### config.mk
export PLATFORM = sky130hd
export DESIGN_NAME = axi_rd_arb2
export DESIGN_NICKNAME = d
export VERILOG_FILES = /design/src/rtl/axi_pkg.sv /design/src/rtl/rr_arb2.sv /design/src/rtl/axi_rd_arb2.sv
export SDC_FILE = /design/constraint.sdc
export NUM_CORES = 1
export LEC_CHECK = 0
export BUFFER_PORTS_ARGS = -buffer_cell sky130_fd_sc_hd__buf_2
export CAP_MARGIN = 20
export CORE_AREA = 2 2 134 136
export DETAILED_ROUTE_END_ITERATION = 12
export DIE_AREA = 0 0 136 138
export GPL_TIMING_DRIVEN = 1
export PLACE_DENSITY_LB_ADDON = 0.25
export SLEW_MARGIN = 20
export SYNTH_ARGS = -nofsm -noshare
export SYNTH_HDL_FRONTEND = slang
export SYNTH_SLANG_ARGS = --single-unit
### constraint.sdc
create_clock -name ACLK -period 4 [get_ports ACLK]
set_clock_uncertainty 0.2 [all_clocks]
set_input_delay 0.6 -clock ACLK [delete_from_list [all_inputs] [get_ports ACLK]]
set_output_delay 0.6 -clock ACLK [all_outputs]
set_load 0.005 [all_outputs]
### src/rtl/axi_pkg.sv
// axi_pkg: shared AXI read-arbiter constants and FSM state type
package axi_pkg;
   localparam logic [2:0] AXI_SIZE_8B    = 3'b011;
   localparam logic [1:0] AXI_BURST_INCR = 2'b01;
   localparam logic [1:0] RESP_OKAY      = 2'b00;
   typedef enum logic [1:0] {IDLE, ADDR, DATA} state_t;
endpackage

### src/rtl/rr_arb2.sv
// rr_arb2: two-way round-robin winner select with the last-grant register
module rr_arb2 (
   input  logic       ACLK,
   input  logic       ARESETN,
   input  logic [1:0] req,
   input  logic       upd,
   input  logic       upd_grant,
   output logic       win,
   output logic       any
);
   logic last_grant;
   assign win = (req[0] & req[1]) ? ~last_grant : req[1];
   assign any = |req;
   // reset to 1 so that client 0 wins the first tie
   always_ff @(posedge ACLK or negedge ARESETN)
      if (!ARESETN) last_grant <= 1'b1;
      else if (upd) last_grant <= upd_grant;
endmodule

### src/rtl/axi_rd_arb2.sv
// axi_rd_arb2: shares one AXI4 read master port between two clients, one burst at a time
module axi_rd_arb2
   import axi_pkg::*;
#(
   parameter int ADDR_W = 32,
   parameter int DATA_W = 64,
   parameter int LEN_W  = 8
) (
   input  logic              ARESETN,
   input  logic              ACLK,
   input  logic [ADDR_W-1:0] S0_ARADDR,
   input  logic [LEN_W-1:0]  S0_ARLEN,
   input  logic              S0_ARVALID,
   output logic              S0_ARREADY,
   output logic [DATA_W-1:0] S0_RDATA,
   output logic [1:0]        S0_RRESP,
   output logic              S0_RLAST,
   output logic              S0_RVALID,
   input  logic              S0_RREADY,
   input  logic [ADDR_W-1:0] S1_ARADDR,
   input  logic [LEN_W-1:0]  S1_ARLEN,
   input  logic              S1_ARVALID,
   output logic              S1_ARREADY,
   output logic [DATA_W-1:0] S1_RDATA,
   output logic [1:0]        S1_RRESP,
   output logic              S1_RLAST,
   output logic              S1_RVALID,
   input  logic              S1_RREADY,
   output logic              M_ARID,
   output logic [ADDR_W-1:0] M_ARADDR,
   output logic [LEN_W-1:0]  M_ARLEN,
   output logic [2:0]        M_ARSIZE,
   output logic [1:0]        M_ARBURST,
   output logic              M_ARVALID,
   input  logic              M_ARREADY,
   input  logic [DATA_W-1:0] M_RDATA,
   input  logic [1:0]        M_RRESP,
   input  logic              M_RLAST,
   input  logic              M_RVALID,
   output logic              M_RREADY,
   output logic              ERR,
   output logic              BUSY
);
   state_t            state;
   logic              grant;
   logic [ADDR_W-1:0] addr;
   logic [LEN_W-1:0]  len;
   logic [LEN_W:0]    beats;
   logic              err;
   logic              win, any, idle, g0, g1, hs_r;
   assign idle = state == IDLE;
   assign g0   = (state == DATA) & ~grant;
   assign g1   = (state == DATA) & grant;
   rr_arb2 u_arb (
      .ACLK      (ACLK),
      .ARESETN   (ARESETN),
      .req       ({S1_ARVALID, S0_ARVALID}),
      .upd       (hs_r & M_RLAST),
      .upd_grant (grant),
      .win       (win),
      .any       (any)
   );
   assign S0_ARREADY = idle & any & ~win;
   assign S1_ARREADY = idle & any & win;
   assign S0_RDATA   = g0 ? M_RDATA : '0;
   assign S0_RRESP   = g0 ? M_RRESP : RESP_OKAY;
   assign S0_RLAST   = g0 & M_RLAST;
   assign S0_RVALID  = g0 & M_RVALID;
   assign S1_RDATA   = g1 ? M_RDATA : '0;
   assign S1_RRESP   = g1 ? M_RRESP : RESP_OKAY;
   assign S1_RLAST   = g1 & M_RLAST;
   assign S1_RVALID  = g1 & M_RVALID;
   assign M_RREADY   = (g0 & S0_RREADY) | (g1 & S1_RREADY);
   assign hs_r       = M_RVALID & M_RREADY;
   assign M_ARID     = grant;
   assign M_ARADDR   = addr;
   assign M_ARLEN    = len;
   assign M_ARSIZE   = AXI_SIZE_8B;
   assign M_ARBURST  = AXI_BURST_INCR;
   assign M_ARVALID  = state == ADDR;
   assign ERR        = err;
   assign BUSY       = ~idle;
   always_ff @(posedge ACLK or negedge ARESETN)
      if (!ARESETN) begin
         state <= IDLE;
         grant <= 1'b0;
         addr  <= '0;
         len   <= '0;
         beats <= '0;
         err   <= 1'b0;
      end else begin
         case (state)
            IDLE: if (any) begin
               state <= ADDR;
               grant <= win;
               addr  <= win ? S1_ARADDR : S0_ARADDR;
               len   <= win ? S1_ARLEN : S0_ARLEN;
            end
            ADDR: if (M_ARREADY) begin
               state <= DATA;
               beats <= '0;
            end
            DATA: if (hs_r) begin
               beats <= beats + 1'b1;
               if (M_RLAST) state <= IDLE;
               // early RLAST, or the ARLEN+1th beat arriving without RLAST
               if (M_RLAST ? (beats != {1'b0, len}) : (beats == {1'b0, len})) err <= 1'b1;
            end
            default: state <= IDLE;
         endcase
      end
endmodule
Yosys cells after proc, flatten, opt, wreduce, memory -nomap -nowiden:

Index checks and enable logic that the tools add are counted.

* bitwise gates (word level): 19
* muxes and demuxes: 16
* add/subtract/negate cells: 1
* reduce and logical (&&, ||, !) cells: 7
* equal/unequal tests: 8

Operator list (number)
* two-way mux 64 bit: 2
* two-way mux 32 bit: 1
* two-way mux 9 bit: 2
* case mux 9 bit (2 select lines): 1
* bitwise AND 1 bit: 14
* two-way mux 2 bit: 6
* adder 9 x 1 -> 9 bit (second input constant): 1
* equality test 9 x 8 -> 1 bit: 1
* != test 9 x 8 -> 1 bit: 1
* two-way mux 8 bit: 1
* != test 2 bit (second input constant): 3
* case mux 2 bit (3 select lines): 1
* AND reduction 3 bit: 2
* NOT 1 bit: 4
* AND reduction 4 bit: 1
* equality test 2 x 1 -> 1 bit (second input constant): 1
* equality test 2 bit (second input constant): 1
* logical NOT 2 bit: 1
* two-way mux 1 bit: 2
* != test 2 x 1 -> 1 bit (second input constant): 1
* AND reduction 2 bit: 1
* nonzero test 2 bit: 1
* OR reduction 2 bit: 1
* OR 1 bit: 1

* output and inout bits: 188
* input port bits: 155
* flip-flop bits (word level): 54

Longest topological paths before layout:

Gate-level depths: netlist of the first run.

* word-level depth: 7
* mapped depth: 7

By module:

A second synthesis of the first run with hierarchy kept.

* cells, all modules: 432
* area, all modules: 3647.2 sq um

Modules (own cells, without submodules)
* axi_rd_arb2: area an instance 3592.2 sq um, seq. area each 1326.3 sq um, cells an instance 428, instances 1
* rr_arb2: area an instance 55.1 sq um, seq. area each 26.3 sq um, cells an instance 4, instances 1

Worst setup path before layout of the first run:

No wires, ideal clock.

* kind: flip-flop to output port
* from: reg state[0]
* to: out S1_RDATA[34]
* slack: 1918 ps
* stages on the path, launching flop included: 8
* arrival: 1282 ps
* cells stage by stage: dfrtp_1 > buf_4 > inv_2 > nand2_2 > nor2_1 > buf_2 > clkbuf_2 > and2_1

* word-level cells in the longest chain between the ends: 3

RTL lines
* start: declaration: line axi_rd_arb2.sv:44 `state_t state;`
* start signal: assignment: line axi_rd_arb2.sv:85 `state <= IDLE;`
* start signal: assignment: line axi_rd_arb2.sv:94 `state <= ADDR;`
* start signal: assignment: line axi_rd_arb2.sv:100 `state <= DATA;`
* equality test 2 bit: line axi_rd_arb2.sv:53 `assign g1 = (state == DATA) & grant;`
* bitwise AND 1 bit: line axi_rd_arb2.sv:53
* two-way mux 64 bit: line axi_rd_arb2.sv:69 `assign S1_RDATA = g1 ? M_RDATA : '0;`
* end: declaration: line axi_rd_arb2.sv:24 `output logic [DATA_W-1:0] S1_RDATA,`

Every way passes these cells.

Final worst setup path of the first run:

* from: reg state[1]
* to: out S1_RDATA[47]

Same word-level chain as after synthesis.

==> results of run 1 <==
final cells by class:
type	instances	area (um^2)
Tap cell	229	287
Inverter	46	173
Clock inverter	3	48.8
Multi-Input combinational cell	257	1840
Timing Repair Buffer	343	1750
Clock buffer	5	125
Sequential cell	54	1350
Fill cell	1871	12000
routing by layer:
| layer | global-route usage [%] | part of all wire (%) | up-vias |
|---|---|---|---|
| li1 | - | - | 1958 |
| met1 | 19.0 | 43 | 1876 |
| met2 | 24.6 | 47 | 217 |
| met3 | 2.49 | 8.4 | 13 |
| met4 | 3.67 | 1.9 | 0 |
| met5 | 0 | 0 | - |
critical path, stage by stage, from the launching register on:
cell     delay [ps]
dfrtp_1         570
nand2_2         200
nor2_4          560
buf_4           370
and2_1          170
buf_2           110
power groups by stage:
stage	sequential (W)	combinational [W]	clock (W)
2_1_floorplan	0.000925	0.000892	0
3_3_place_gp	0.000968	0.00153	0
3_5_place_dp	0.000962	0.00156	0
4_1_cts	0.000963	0.00156	0.000542
5_1_grt	0.000994	0.00170	0.000559
6_report	0.000962	0.00153	0.000520
stage by stage:
step           area, um^2  util, %  hold WS (ps)  total power, W  instances
5_1_grt              5580     31.8           274         0.00326        937
2_1_floorplan        3560        -           104         0.00182        393
3_3_place_gp         5380     30.7           286         0.00250        928
3_5_place_dp         5400     30.8           291         0.00252        929
6_report             5580     31.8           224         0.00301        937
4_1_cts              5580     31.8           248         0.00306        937
sequential cells by signal, summed over array words and instances (netlist names):
register / flops
state: 2
M_ARID: 1
M_ARLEN: 8
M_ARADDR: 32
beats: 9
ERR: 1
u_arb.last_grant: 1
final timing paths:
check / from / to / slack [ps] / cells past startpoint
worst max-delay path: state[1]$_DFFE_PN0P_ / S1_RDATA[47] / 920 / 5
worst min-delay path: ARESETN / M_ARADDR[31]$_DFFE_PN0P_ / 220 / 1
worst max register to register: state[1]$_DFFE_PN0P_ / M_ARADDR[30]$_DFFE_PN0P_ / 1950 / 5
worst min register to register: M_ARADDR[22]$_DFFE_PN0P_ / M_ARADDR[22]$_DFFE_PN0P_ / 310 / 2
max in group asynchronous: ARESETN / M_ARADDR[25]$_DFFE_PN0P_ / 2610 / 2
min in group ACLK: M_ARREADY / state[0]$_DFFE_PN0P_ / 290 / 2
cell families after synthesis:
family	count (synthesis)	synth area share (%)
AOI/OAI and AO/OA	62	15.4
xor gates and xnor gates	8	1.97
adders and majority gates	1	0.352
buffers and inverters	82	11.2
DFF	54	38.1
muxes	5	1.94
other	2	0.211
and+or+nand+nor	176	30.8
placed cells by master (no fill, tap or decap), drive strengths merged, types with 2 or more instances in the layout:
cell type	synthesis	layout
nor4	2	2
xor2	8	8
nor3	6	6
and2	135	135
mux2	2	2
conb	2	5
o221ai	2	2
inv	46	47
dfrtp	53	53
o21ai	8	8
and3	3	3
nor2	8	8
clkbuf	16	5
a222oi	40	40
o31ai	2	2
nand3	4	4
o21a	2	2
nand4	2	2
buf	20	343
nand2	10	10
a21o	2	2
mux2i	3	3
==> flow_summary.ini, run 1 <==
[timing]
tightest_slew_ps = 894
fin_crit_ps = 3080
finalHoldViolations = 0
setup_violations = 0
setup_tns_ps = 0
fmax_mhz = 325
final_max_slew_viol_count = 0
worst_slack_ps = 920
max_slew_margin_pct = 40.4
rsz0062_at_grt = false
fin_crit_sh_pct = 77.0

[routing]
avgRoutedWirePerCell_um = 15.5
ant_nets = 0
num_vias = 4064
viasPerCell = 4.34
drtIter0Drc = 244
routed_wirelength_mm = 14.5
dr.pass1.iters = 9
drc = 0

[synth]
synthTopCellsByCount = 135 x and2_1, 53 x dfrtp_1, 45 x inv_1, 40 x a222oi_1, 10 x clkbuf_1
synth.most_common_cell = and2_1
yosysWarningCount = 0
synth_edf_count = 0
synth_seq_cells = 54
synthArstFlopShare_pct = 100
ys_top_cells_by_area = dfrtp_1 37%, and2_1 24%, a222oi_1 11%, inv_1 4.8%, buf_6 2.2%
post-synth-top-area-fraction_pct = 37.3
ys.flop_type = dfrtp_1
synth.distinct_cells = 46
synthCells = 390
yosysTopAreaCell = dfrtp_1
netlist_area_mm2 = 0.00355
synth_area_per_cell_um2 = 9.11
yosysSeqAreaShare_pct = 38.1

[pwr]
leakagePower_nw = 3.38
combPwrFrac_pct = 50.7
switching_power_w = 0.00119
vdd_drop_max_mv = 0.365
powerDensity_mw_per_mm2 = 540
switching_share_pct = 39.6
seqPwrFrac_pct = 32.0
cell_internal_pwr_w = 0.00182
pwr-share-clk_pct = 17.3

[final_layout]
final_nets = 863
antennaDiodeCount = 0
drive_gt1_share_pct = 51.7
synthToLayoutAreaGrowth_pct = 56.9

[floorplan]
die_y_um = 138
placeableCoreArea_mm2 = 0.0175
start_util_pct = 20.3
rows = 49
ioPinCount = 343
die-area_mm2 = 0.0188
die_w_um = 136

[setup_path]
crit_arrival_ps = 2280
required_ps = 3200
start_kind = flop
cp_max_fo = 39
end_kind = primary output
crit_type = flop to primary output

[grt]
antenna_found_initial = 0
grt_pass1_wl_mm = 21.5
grt_use_total_pct = 14.5
grt_max_degree = 46
grt_overflow = 0
grt_pass1_vias = 3780

[worst_hold_path]
hp-class = input port to asynchronous set/reset pin

[placed_design]
place_ws_ps = 1250
gp_congestion = 0.819
numPortBuffers = 337
dp_hpwl_mm = 11.7

[clock_network]
post_cts_buffers = 0
cts_max_level = 2
cts_sinks = 54
path_clk_slew_ps = 80
ctsResizeCount = 0
ctsHoldBuffers = 0
cts-root-buf = clkbuf_16
clk_path_buf_depth = 2
cts_buffers = 5
cts_tree = built
clock_latency_ps = 290

[flow_run]
maxCapViolCount = 0

[outcome]
outcome = finished, final reports clean
Power figures use the tool's default switching activity.
==> run 2: changes to the inputs <==
CORE_AREA = 2 2 135 137   (was 2 2 134 136)
DIE_AREA = 0 0 137 139   (was 0 0 136 138)
clock period = 2.8 ns   (was 4 ns; I/O delays follow)
==> flow_summary.ini, run 2 (synthesis gave the netlist of run 1 again) <==
[outcome]
outcome = finished, final reports clean

[pwr]
vdd_drop_max_mv = 0.353
leakagePower_nw = 3.37
cell_internal_pwr_w = 0.00249
combPwrFrac_pct = 51.9
powerDensity_mw_per_mm2 = 755
seqPwrFrac_pct = 33.1
pwr-share-clk_pct = 15.0
switching_share_pct = 40.8
switching_power_w = 0.00171

[grt]
grt_overflow = 0
grt_use_total_pct = 16.3
grt_pass1_wl_mm = 23.4
antenna_found_initial = 4
grt_pass1_vias = 3866
grt_max_degree = 61

[timing]
fin_crit_sh_pct = 96.2
whs_ps = 63.2
setup_violations = 0
fmax_mhz = 371
fin_crit_ps = 2690
finalHoldViolations = 0
max_slew_margin_pct = 27.2
rsz0062_at_grt = false
setup_tns_ps = 0
final_max_slew_viol_count = 0
tightest_slew_ps = 1090

[final_layout]
multi_input_area_mm2 = 0.00184
drive_gt1_share_pct = 51.9
layout_common_cells = 337 x buf_2, 135 x and2_1, 52 x dfrtp_1, 45 x inv_1, 40 x a222oi_1
nFillCells = 1954
largest_register_ffs = 32
final_nets = 864
synthToLayoutAreaGrowth_pct = 56.4
register_area_mm2 = 0.00135
mostFrequentLayoutCell = buf_2

[clock_network]
path_clk_slew_ps = 70
clk_path_buf_depth = 2
cts_max_level = 2
cts-root-buf = clkbuf_16
clock_latency_ps = 300
cts_tree = built
cts_sinks = 54
cts_buffers = 5

[setup_path]
crit_type = flop to primary output
end_kind = primary output
required_ps = 2180
start_kind = flop
crit_arrival_ps = 2070
cp_max_fo = 46

[routing]
drc = 0
drtIter0Drc = 412
ant_nets = 0
num_vias = 4100
avgRoutedWirePerCell_um = 17.3
routed_wirelength_mm = 16.3
dr.pass1.iters = 6
viasPerCell = 4.36

[floorplan]
die-area_mm2 = 0.0190
placeableCoreArea_mm2 = 0.0177
start_util_pct = 20.1
die_y_um = 139
ioPinCount = 343
rows = 49
die_w_um = 137

[placed_design]
dp_hpwl_mm = 13.3
gp_congestion = 0.761
numPortBuffers = 337

[flow_run]
maxCapViolCount = 0

[worst_hold_path]
hp-class = input port to asynchronous set/reset pin
==> run 2: timing repair <==
item	CTS	global route
hold buffers	0	0
buffers inserted	0	0
resized for setup	0	1
endpoints found under the setup margin	0	1
==> run 2: area by class of cell <==
class	instances	area share, %
well taps	229	5.16
flip-flops and latches	54	24.4
multi-input cells	257	33.1
inverters	46	3.11
diodes	3	0.135
clock buffers	5	2.25
clock inverters	3	0.383
repair buffers	344	31.5
==> run 2: per-stage QoR <==
step                utilization, %  worst slack [ps]  instances  cell area [um^2]  power, W
floorplan                        -               898        393              3560   0.00260
global placement              30.6               400        930              5400   0.00362
finish                        31.5               108        941              5560   0.00420
global route                  31.4              8.13        939              5550   0.00458
CTS                           31.4              78.5        938              5550   0.00427
detailed placement            30.6               417        930              5400   0.00361
==> run 2: final timing paths <==
path                                          start                  endpoint  slack [ps]  cells past startpoint
min in group ACLK                         M_ARREADY      state[0]$_DFFE_PN0P_         120                      2
hold / removal                              ARESETN   M_ARADDR[2]$_DFFE_PN0P_          60                      2
hold reg to reg            M_ARADDR[20]$_DFFE_PN0P_  M_ARADDR[20]$_DFFE_PN0P_         310                      2
setup reg to reg               state[1]$_DFFE_PN0P_    M_ARLEN[6]$_DFFE_PN0P_         650                      5
setup / recovery               state[1]$_DFFE_PN0P_               S1_RDATA[2]         110                      5
max in group asynchronous                   ARESETN        M_ARID$_DFFE_PN0P_        1830                      2
==> run 2: power by group through the flow <==
| stage | clock network (W) | registers [W] | logic (W) |
|---|---|---|---|
| 6_report | 0.000630 | 0.00139 | 0.00218 |
| 5_1_grt | 0.000683 | 0.00144 | 0.00245 |
| 4_1_cts | 0.000659 | 0.00139 | 0.00222 |
| 3_5_place_dp | 0 | 0.00139 | 0.00222 |
| 3_3_place_gp | 0 | 0.00141 | 0.00221 |
| 2_1_floorplan | 0 | 0.00132 | 0.00127 |
==> run 2: per-layer routing <==
| layer | share of wire, % | up-vias | track usage (%) |
|---|---|---|---|
| met4 | 2.3 | 2 | 5.15 |
| li1 | - | 1963 | - |
| met3 | 8.5 | 20 | 3.62 |
| met1 | 39 | 1890 | 19.1 |
| met2 | 50 | 225 | 29.1 |
| met5 | 0.080 | - | 0 |
==> run 2: critical path: stages, from the launching register on <==
cell and delay [ps]:
dfrtp_1 590, nand2_2 210, nor2_4 120, buf_4 360
and2_1 320, buf_2 170
